<file path="config.mk">
export PLATFORM = sky130hd
export DESIGN_NAME = spi_txn_arbiter_flat
export DESIGN_NICKNAME = d
export VERILOG_FILES = /design/src/rtl/spi_arb_pkg.sv /design/src/rtl/spi_txn_arbiter_if.sv /design/src/rtl/spi_rr_picker.sv /design/src/rtl/spi_txn_arbiter.sv /design/src/flat_wrapper.sv
export SDC_FILE = /design/constraint.sdc
export NUM_CORES = 1
export LEC_CHECK = 0
export CELL_PAD_IN_SITES_DETAIL_PLACEMENT = 1
export CELL_PAD_IN_SITES_GLOBAL_PLACEMENT = 2
export CORE_MARGIN = 2
export CORE_UTILIZATION = 24
export CTS_CLUSTER_DIAMETER = 60
export DETAILED_ROUTE_END_ITERATION = 6
export HOLD_SLACK_MARGIN = 0.06
export PLACE_DENSITY_LB_ADDON = 0.15
export SYNTH_ARGS = -nofsm -noshare
export SYNTH_HDL_FRONTEND = slang
export SYNTH_HIERARCHICAL = 1
export SYNTH_SLANG_ARGS = --single-unit
</file>
<file path="constraint.sdc">
create_clock -name clk -period 4.9 [get_ports clk]
set_input_delay 0.98 -clock clk [delete_from_list [all_inputs] [get_ports clk]]
set_output_delay 0.98 -clock clk [all_outputs]
set_load 0.01 [all_outputs]
</file>
<file path="src/rtl/spi_arb_pkg.sv">
// ---------------------------------------------------------------------------
// spi_arb_pkg
// Shared definitions for the SPI transaction arbiter:
//   - state_t    : arbiter FSM states
//   - LEN_*      : transfer length codes carried on req_len / m_len
//   - RETRY_LIMIT, BUSY_WAIT_LIMIT : start re-strobe policy
// ---------------------------------------------------------------------------
package spi_arb_pkg;

    typedef enum logic [2:0] {
        ST_IDLE      = 3'd0,
        ST_LOAD      = 3'd1,
        ST_START     = 3'd2,
        ST_WAIT_BUSY = 3'd3,
        ST_RUN       = 3'd4,
        ST_SETTLE    = 3'd5,
        ST_DONE      = 3'd6
    } state_t;

    localparam logic [1:0] LEN_8  = 2'd0;
    localparam logic [1:0] LEN_16 = 2'd1;
    localparam logic [1:0] LEN_24 = 2'd2;
    localparam logic [1:0] LEN_32 = 2'd3;

    // Number of re-strobes after the first m_start before giving up.
    localparam int RETRY_LIMIT     = 3;
    // Consecutive idle-busy cycles tolerated after each m_start.
    localparam int BUSY_WAIT_LIMIT = 4;

endpackage

</file>
<file path="src/rtl/spi_txn_arbiter_if.sv">
// ---------------------------------------------------------------------------
// spi_txn_arbiter_if
// Bundles the client request bus and the SPI master control bus.
//   modport master : the arbiter (drives grant/done/error/rx_data and m_*)
//   modport slave  : the environment (clients + SPI master)
// Client side : req, req_tx_data, req_chip_addr, req_len, req_div, req_mode,
//               grant, done, error, rx_data
// Master side : m_start, m_busy, m_rx_data, m_tx_data, m_chip_addr, m_len,
//               m_div, m_cpol, m_cpha
// ---------------------------------------------------------------------------
interface spi_txn_arbiter_if #(
    parameter int REQ_COUNT       = 4,
    parameter int SLAVE_ADDRS_LEN = 3
);
    logic [REQ_COUNT-1:0]                 req;
    logic [32*REQ_COUNT-1:0]              req_tx_data;
    logic [SLAVE_ADDRS_LEN*REQ_COUNT-1:0] req_chip_addr;
    logic [2*REQ_COUNT-1:0]               req_len;
    logic [4*REQ_COUNT-1:0]               req_div;
    logic [2*REQ_COUNT-1:0]               req_mode;
    logic [REQ_COUNT-1:0]                 grant;
    logic [REQ_COUNT-1:0]                 done;
    logic                                 error;
    logic [31:0]                          rx_data;

    logic                                 m_start;
    logic                                 m_busy;
    logic [31:0]                          m_rx_data;
    logic [31:0]                          m_tx_data;
    logic [SLAVE_ADDRS_LEN-1:0]           m_chip_addr;
    logic [1:0]                           m_len;
    logic [3:0]                           m_div;
    logic                                 m_cpol;
    logic                                 m_cpha;

    modport master (
        input  req, req_tx_data, req_chip_addr, req_len, req_div, req_mode,
        input  m_busy, m_rx_data,
        output grant, done, error, rx_data,
        output m_start, m_tx_data, m_chip_addr, m_len, m_div, m_cpol, m_cpha
    );

    modport slave (
        output req, req_tx_data, req_chip_addr, req_len, req_div, req_mode,
        output m_busy, m_rx_data,
        input  grant, done, error, rx_data,
        input  m_start, m_tx_data, m_chip_addr, m_len, m_div, m_cpol, m_cpha
    );
endinterface

</file>
<file path="src/rtl/spi_rr_picker.sv">
// ---------------------------------------------------------------------------
// spi_rr_picker
// Combinational round-robin selector: returns the first set bit of i_req at
// or after i_ptr, wrapping past REQ_COUNT-1 back to 0.
//   i_req   : request vector
//   i_ptr   : index with highest priority this round
//   o_idx   : winning index (valid only when o_valid)
//   o_valid : at least one request is set
// ---------------------------------------------------------------------------
module spi_rr_picker #(
    parameter int REQ_COUNT = 4
) (
    input  logic [REQ_COUNT-1:0]         i_req,
    input  logic [$clog2(REQ_COUNT)-1:0] i_ptr,
    output logic [$clog2(REQ_COUNT)-1:0] o_idx,
    output logic                         o_valid
);
    localparam int IDX_W = $clog2(REQ_COUNT);

    int w_pos;

    always_comb begin
        // NOTE: every output gets a default before the loop so no path leaves
        // it unassigned, which would otherwise infer a latch.
        o_idx   = '0;
        o_valid = 1'b0;
        w_pos   = 0;
        // Scan from farthest to nearest; the last hit written is the nearest
        // one to the pointer, which is the round-robin winner.
        for (int k = REQ_COUNT - 1; k >= 0; k--) begin
            w_pos = int'(i_ptr) + k;
            if (w_pos >= REQ_COUNT) w_pos = w_pos - REQ_COUNT;
            if (i_req[w_pos]) begin
                o_idx   = IDX_W'(w_pos);
                o_valid = 1'b1;
            end
        end
    end
endmodule

</file>
<file path="src/rtl/spi_txn_arbiter.sv">
// ---------------------------------------------------------------------------
// spi_txn_arbiter
// Shares one SPI master between REQ_COUNT requesters using round-robin
// arbitration. The winner's config is registered onto the master bus one
// cycle ahead of a single-cycle m_start; the master's busy is tracked and
// the received word is returned with a one-cycle done pulse to the owner.
//   clk, rst : clock, asynchronous active-high reset
//   bus      : spi_txn_arbiter_if.master (client and SPI master signals)
// Optional feature macro: SPI_ARB_WATCHDOG_EN
//   defined   : RUN is bounded by TIMEOUT_CYCLES; timeout aborts with error
//               and rx_data=0; arbitration waits for m_busy=0 in IDLE.
//   undefined : RUN waits for m_busy to fall indefinitely.
// ---------------------------------------------------------------------------
module spi_txn_arbiter
    import spi_arb_pkg::*;
#(
    parameter int REQ_COUNT       = 4,
    parameter int SLAVE_ADDRS_LEN = 3,
    parameter int TIMEOUT_CYCLES  = 65535
) (
    input  logic              clk,
    input  logic              rst,
    spi_txn_arbiter_if.master bus
);
    localparam int IDX_W = $clog2(REQ_COUNT);

    state_t                     r_state;
    logic [IDX_W-1:0]           r_ptr;
    logic [IDX_W-1:0]           r_owner;
    logic [1:0]                 r_wait;
    logic [1:0]                 r_retry;
    logic [REQ_COUNT-1:0]       r_grant;
    logic [REQ_COUNT-1:0]       r_done;
    logic                       r_error;
    logic                       r_start;
    logic [31:0]                r_rx_data;
    logic [31:0]                r_m_tx_data;
    logic [SLAVE_ADDRS_LEN-1:0] r_m_chip_addr;
    logic [1:0]                 r_m_len;
    logic [3:0]                 r_m_div;
    logic                       r_m_cpol;
    logic                       r_m_cpha;
`ifdef SPI_ARB_WATCHDOG_EN
    logic [15:0]                r_wd;
`endif

    logic [IDX_W-1:0]           w_pick_idx;
    logic                       w_pick_valid;
    logic                       w_arb_ok;
    logic [REQ_COUNT-1:0]       w_owner_oh;

    logic [31:0]                w_tx   [REQ_COUNT];
    logic [SLAVE_ADDRS_LEN-1:0] w_addr [REQ_COUNT];
    logic [1:0]                 w_len  [REQ_COUNT];
    logic [3:0]                 w_div  [REQ_COUNT];
    logic [1:0]                 w_mode [REQ_COUNT];

    for (genvar g = 0; g < REQ_COUNT; g++) begin : g_unpack
        assign w_tx[g]   = bus.req_tx_data[32*g +: 32];
        assign w_addr[g] = bus.req_chip_addr[SLAVE_ADDRS_LEN*g +: SLAVE_ADDRS_LEN];
        assign w_len[g]  = bus.req_len[2*g +: 2];
        assign w_div[g]  = bus.req_div[4*g +: 4];
        assign w_mode[g] = bus.req_mode[2*g +: 2];
    end

    spi_rr_picker #(.REQ_COUNT(REQ_COUNT)) u_picker (
        .i_req   (bus.req),
        .i_ptr   (r_ptr),
        .o_idx   (w_pick_idx),
        .o_valid (w_pick_valid)
    );

`ifdef SPI_ARB_WATCHDOG_EN
    // After a timeout the master may still be running; hold off a new start.
    assign w_arb_ok = w_pick_valid & ~bus.m_busy;
`else
    assign w_arb_ok = w_pick_valid;
`endif

    assign w_owner_oh = REQ_COUNT'(1) << r_owner;

    always_ff @(posedge clk or posedge rst) begin
        if (rst) begin
            r_state       <= ST_IDLE;
            r_ptr         <= '0;
            r_owner       <= '0;
            r_wait        <= '0;
            r_retry       <= '0;
            r_grant       <= '0;
            r_done        <= '0;
            r_error       <= 1'b0;
            r_start       <= 1'b0;
            r_rx_data     <= '0;
            r_m_tx_data   <= '0;
            r_m_chip_addr <= '0;
            r_m_len       <= '0;
            r_m_div       <= '0;
            r_m_cpol      <= 1'b0;
            r_m_cpha      <= 1'b0;
`ifdef SPI_ARB_WATCHDOG_EN
            r_wd          <= '0;
`endif
        end else begin
            // NOTE: state is updated with non-blocking assignments so every
            // register samples pre-edge values; the strobes below default low
            // and are raised for a single cycle by the states that need them.
            r_start <= 1'b0;
            r_done  <= '0;
            r_error <= 1'b0;
            case (r_state)
                ST_IDLE: begin
                    if (w_arb_ok) begin
                        r_owner <= w_pick_idx;
                        r_state <= ST_LOAD;
                    end
                end
                ST_LOAD: begin
                    r_grant       <= w_owner_oh;
                    r_m_tx_data   <= w_tx[r_owner];
                    r_m_chip_addr <= w_addr[r_owner];
                    r_m_len       <= w_len[r_owner];
                    r_m_div       <= w_div[r_owner];
                    r_m_cpol      <= w_mode[r_owner][1];
                    r_m_cpha      <= w_mode[r_owner][0];
                    r_retry       <= '0;
                    r_state       <= ST_START;
                end
                ST_START: begin
                    r_start <= 1'b1;
                    r_wait  <= '0;
                    r_state <= ST_WAIT_BUSY;
                end
                ST_WAIT_BUSY: begin
                    if (bus.m_busy) begin
`ifdef SPI_ARB_WATCHDOG_EN
                        r_wd    <= '0;
`endif
                        r_state <= ST_RUN;
                    end else if (r_wait == 2'(BUSY_WAIT_LIMIT - 1)) begin
                        if (r_retry == 2'(RETRY_LIMIT)) begin
                            // Master never acknowledged: abort with error.
                            r_done    <= w_owner_oh;
                            r_error   <= 1'b1;
                            r_rx_data <= '0;
                            r_state   <= ST_DONE;
                        end else begin
                            r_retry <= r_retry + 1'b1;
                            r_state <= ST_START;
                        end
                    end else begin
                        r_wait <= r_wait + 1'b1;
                    end
                end
                ST_RUN: begin
`ifdef SPI_ARB_WATCHDOG_EN
                    if (!bus.m_busy) begin
                        r_state <= ST_SETTLE;
                    end else if (r_wd == 16'(TIMEOUT_CYCLES - 1)) begin
                        r_done    <= w_owner_oh;
                        r_error   <= 1'b1;
                        r_rx_data <= '0;
                        r_state   <= ST_DONE;
                    end else begin
                        r_wd <= r_wd + 1'b1;
                    end
`else
                    if (!bus.m_busy) r_state <= ST_SETTLE;
`endif
                end
                ST_SETTLE: begin
                    // done/rx_data are registered on entry so they are valid
                    // during the DONE cycle while grant is still held.
                    r_done    <= w_owner_oh;
                    r_rx_data <= bus.m_rx_data;
                    r_state   <= ST_DONE;
                end
                ST_DONE: begin
                    r_grant <= '0;
                    r_ptr   <= (r_owner == IDX_W'(REQ_COUNT - 1)) ? '0 : r_owner + 1'b1;
                    r_state <= ST_IDLE;
                end
                default: r_state <= ST_IDLE;
            endcase
        end
    end

    assign bus.grant       = r_grant;
    assign bus.done        = r_done;
    assign bus.error       = r_error;
    assign bus.rx_data     = r_rx_data;
    assign bus.m_start     = r_start;
    assign bus.m_tx_data   = r_m_tx_data;
    assign bus.m_chip_addr = r_m_chip_addr;
    assign bus.m_len       = r_m_len;
    assign bus.m_div       = r_m_div;
    assign bus.m_cpol      = r_m_cpol;
    assign bus.m_cpha      = r_m_cpha;
endmodule

</file>
<file path="src/flat_wrapper.sv">
// flat-port wrapper written by rule: the top's interface ports become plain ports
module spi_txn_arbiter_flat import spi_arb_pkg::*;
#(
    parameter int REQ_COUNT       = 4,
    parameter int SLAVE_ADDRS_LEN = 3,
    parameter int TIMEOUT_CYCLES  = 65535
)
  (clk, rst, bus_req, bus_req_tx_data, bus_req_chip_addr, bus_req_len, bus_req_div, bus_req_mode, bus_m_busy, bus_m_rx_data, bus_grant, bus_done, bus_error, bus_rx_data, bus_m_start, bus_m_tx_data, bus_m_chip_addr, bus_m_len, bus_m_div, bus_m_cpol, bus_m_cpha);
  spi_txn_arbiter_if #(.REQ_COUNT(REQ_COUNT), .SLAVE_ADDRS_LEN(SLAVE_ADDRS_LEN)) bus_i ();
  input  logic clk;
  input  logic rst;
  input wire logic [$bits(bus_i.req)-1:0] bus_req;
  input wire logic [$bits(bus_i.req_tx_data)-1:0] bus_req_tx_data;
  input wire logic [$bits(bus_i.req_chip_addr)-1:0] bus_req_chip_addr;
  input wire logic [$bits(bus_i.req_len)-1:0] bus_req_len;
  input wire logic [$bits(bus_i.req_div)-1:0] bus_req_div;
  input wire logic [$bits(bus_i.req_mode)-1:0] bus_req_mode;
  input wire logic [$bits(bus_i.m_busy)-1:0] bus_m_busy;
  input wire logic [$bits(bus_i.m_rx_data)-1:0] bus_m_rx_data;
  output wire logic [$bits(bus_i.grant)-1:0] bus_grant;
  output wire logic [$bits(bus_i.done)-1:0] bus_done;
  output wire logic [$bits(bus_i.error)-1:0] bus_error;
  output wire logic [$bits(bus_i.rx_data)-1:0] bus_rx_data;
  output wire logic [$bits(bus_i.m_start)-1:0] bus_m_start;
  output wire logic [$bits(bus_i.m_tx_data)-1:0] bus_m_tx_data;
  output wire logic [$bits(bus_i.m_chip_addr)-1:0] bus_m_chip_addr;
  output wire logic [$bits(bus_i.m_len)-1:0] bus_m_len;
  output wire logic [$bits(bus_i.m_div)-1:0] bus_m_div;
  output wire logic [$bits(bus_i.m_cpol)-1:0] bus_m_cpol;
  output wire logic [$bits(bus_i.m_cpha)-1:0] bus_m_cpha;
  assign bus_i.req = bus_req;
  assign bus_i.req_tx_data = bus_req_tx_data;
  assign bus_i.req_chip_addr = bus_req_chip_addr;
  assign bus_i.req_len = bus_req_len;
  assign bus_i.req_div = bus_req_div;
  assign bus_i.req_mode = bus_req_mode;
  assign bus_i.m_busy = bus_m_busy;
  assign bus_i.m_rx_data = bus_m_rx_data;
  assign bus_grant = bus_i.grant;
  assign bus_done = bus_i.done;
  assign bus_error = bus_i.error;
  assign bus_rx_data = bus_i.rx_data;
  assign bus_m_start = bus_i.m_start;
  assign bus_m_tx_data = bus_i.m_tx_data;
  assign bus_m_chip_addr = bus_i.m_chip_addr;
  assign bus_m_len = bus_i.m_len;
  assign bus_m_div = bus_i.m_div;
  assign bus_m_cpol = bus_i.m_cpol;
  assign bus_m_cpha = bus_i.m_cpha;
  spi_txn_arbiter #(.REQ_COUNT(REQ_COUNT), .SLAVE_ADDRS_LEN(SLAVE_ADDRS_LEN), .TIMEOUT_CYCLES(TIMEOUT_CYCLES)) u_core (.clk(clk), .rst(rst), .bus(bus_i));
endmodule
</file>
==> impl_metrics.toml <==
[outcome]
status = "finished, final reports clean"

[finish]
syn_to_final_growth_pct = 64.9
final_util = 0.401
fillers = 2394
finalNetCount = 986
drive_gt1_frac = 0.0930

[setup_path]
arrival_ns = 3.02
r2r_cells = 3
worstSetupStartpointType = "primary input"
critPathKind = "in2reg"
path_max_fanout = 33
timing.rr.end = "u_core/bus.m_div[3]$_DFFE_PP0P_"
cp-end-kind = "register"
rrSetupSlack_ns = 2.43
r2r_start = "u_core/r_owner[0]$_DFFE_PP0P_"
worst_ep_required_time_ns = 5.07

[clock_tree]
clk_latency_ns = 0.35
cts_max_level = 3
cts_tree = "done"
cts-root-buf = "clkbuf_16"
clkSinkCount = 96
cts.clk_slew.worst_paths_ns = 0.08
cts-resized-gates = 0
cts_buffer_depth = 2
postCtsSetupBuffers = 0
cts_hold_buf = 0
cts_buffers = 9

[sta]
hold_viol_final = 0
period_minus_slack_ns = 2.85
rsz0062_at_grt = "no"
worst_slew_pin_slew_ns = 1.22
relSlewSlack = 0.185
setup_viol_count_final = 0
clock.fmax_mhz = 351
finalCritPeriodShare = 0.581
finalClockSkew_ns = 0.00995
setup_tns_ns = 0
finalMaxSlewViolations = 0

[placement]
gp_congestion = 0.840
port_buffers = 295
hpwl_mm = 15.5

[grt]
grt_pass1_vias = 5493
grt_max_degree = 74
grt_pass1_wl_mm = 32.4
track_usage = 0.176
antenna_found_initial = 3
gr-total-overflow = 0

[synthesis]
synth_area_leaders = "dfrtp_1, mux2i_1, o221ai_2, nand2_1, o21ai_0"
yosys_warnings = 6
yosys.area_share.xor_xnor = 0
syn_nets = 716
synthArstFlopShare = 1.00
synth_edf_count = 0
synth.most_common_cell = "nand2_1"
synth_top_area_cell = "dfrtp_1"
synthMuxAreaShare = 0.167
synth.avg_cell_area_um2 = 10.6
synthSimpleGateAreaFrac = 0.132
yosys_most_used_dff = "dfrtp_1"
synth-compound-area-share = 0.181
ys_types = 40
syn_area_um2 = 5280
synth-seq-area-share = 0.455
synth_top_family_by_area = "compound AO/OA/AOI/OAI gates"
synthCells = 499
synth_top_area_frac = 0.455
synth-seq-cells = 96
ys_top_cells_by_count = "nand2_1, dfrtp_1, mux2i_1"
synthAdderAreaFrac = 0.0142

[power]
switching_share = 0.393
vdd_drop_max_uv = 225
power_frac_clock = 0.158
leakage_nw = 3.52
seqPwrFrac = 0.324
p_int_mw = 2.89
p_switching_mw = 1.87
power_density_nw_per_um2 = 547
combinationalPowerShare = 0.518

[route]
post_drt_via_cell_ratio = 4.61
drt-initial-drc-count = 174
wl_per_cell_um = 19.6
remaining_drc_errors = 0
vias = 4871
ant_nets = 0
drt_wl_total_mm = 20.7
drt_pre_antenna_iters = 4

[flow_run]
drv_cap = 0

[floorplan]
initial_core_util = 0.243
die_x_um = 152
coreArea_um2 = 21700
num_io_pins = 296
fp.dieH_um = 152
rows = 54
dieArea_um2 = 23200

[hold_path]
hold_depth = 2
hp-start = "u_core/bus.m_div[1]$_DFFE_PP0P_"
holdPathEnd = "u_core/bus.m_div[1]$_DFFE_PP0P_"
min_path_type = "reg2reg"
cells in the final DEF, fill, tap and decap left out, types with 2 or more instances in the layout:
master and instances:
nand3b_1 2, or3_2 2, inv_8 3, ha_1 6, clkdlybuf4s50_1 295, dfrtp_1 95, clkbuf_16 9, nor2b_1 3
nand4b_1 2, nand2_1 125, or3b_2 2, o221ai_1 3, o21ai_0 37, o221ai_2 40, inv_1 4, nand2b_1 5
clkinvlp_4 2, buf_4 5, o22ai_1 5, nor3b_1 2, nand3_1 2, nor2_1 11, a21oi_1 7, diode_2 3
mux2i_1 87
power groups by stage:
stage               registers [mW]  clock network (mW)  logic [mW]
floorplan                     1.53                   0        1.37
global placement              1.54                   0        2.45
detailed placement            1.56                   0        2.51
CTS                           1.56               0.785        2.52
global route                  1.61               0.817        2.69
finish                        1.54               0.750        2.47
metrics by stage:
| stage | hold slack (ns) | std cells | setup WS (ns) | area (µm²) | power [mW] |
|---|---|---|---|---|---|
| after floorplan | 0.470 | 499 | 1.41 | 5280 | 2.89 |
| after global placement | 0.470 | 1038 | 1.76 | 8380 | 3.98 |
| after detailed placement | 0.479 | 1038 | 1.63 | 8380 | 4.08 |
| after CTS | 0.498 | 1054 | 2.03 | 8690 | 4.86 |
| after global routing | 0.526 | 1057 | 1.83 | 8700 | 5.13 |
| final | 0.490 | 1057 | 2.05 | 8700 | 4.76 |
critical path: stages:
cell and delay, ns:
clkdlybuf4s50_1 0.54, nand4b_1 0.27, nor2_2 0.96, o21ai_0 0.25
area by class of cell:
type	instances	area, µm²	share of cell area
Clock buffer	9	225	0.0259
Timing Repair Buffer	300	2990	0.344
Tap cell	280	350	0.0403
Multi-Input combinational cell	357	2610	0.300
Clock inverter	7	87.6	0.0101
Sequential cell	96	2410	0.276
Inverter	5	21.3	0.00244
Antenna cell	3	7.51	0.000863
per-layer routing:
layer / vias to the layer above / routed length [µm] / global-route usage
met3: 11 / 1550 / 0.0523
li1: 2329 / - / -
met1: 2348 / 8850 / 0.216
met5: - / 0 / 0
met2: 183 / 10100 / 0.302
met4: 0 / 216 / 0.0467
flip-flops by register name, summed over array words and instances (netlist names), 3 cells and up:
name / flops
u_core/bus.m_tx_data: 32
u_core/bus.m_div: 4
u_core/bus.m_chip_addr: 3
u_core/bus.done: 4
u_core/bus.rx_data: 32
u_core/r_state: 3
u_core/bus.grant: 4
cells by family (layout without fill, tap and decap cells):
kind of cell,Yosys count,count (layout)
compound gates,101,101
simple gates,162,162
flops,96,96
other cells,0,3
fa+ha+maj,6,6
buf+inv,46,321
mux,88,88
how the worst max path moves through the flow:
| stage | startpoint | cells past startpoint | slack (ns) | to |
|---|---|---|---|---|
| global placement | bus_m_busy | 4 | 1.76 | u_core/bus.rx_data[11]$_DFFE_PP0P_ |
| finish | bus_m_busy | 4 | 2.05 | u_core/bus.rx_data[24]$_DFFE_PP0P_ |
| global route | bus_m_busy | 4 | 1.83 | u_core/bus.rx_data[15]$_DFFE_PP0P_ |
| detailed placement | bus_m_busy | 4 | 1.63 | u_core/bus.rx_data[4]$_DFFE_PP0P_ |
| floorplan | rst | 1 | 1.41 | u_core/bus.done[0]$_DFF_PP0_ |
| CTS | bus_m_busy | 4 | 2.03 | u_core/bus.rx_data[4]$_DFFE_PP0P_ |
Power figures use the tool's default switching activity.
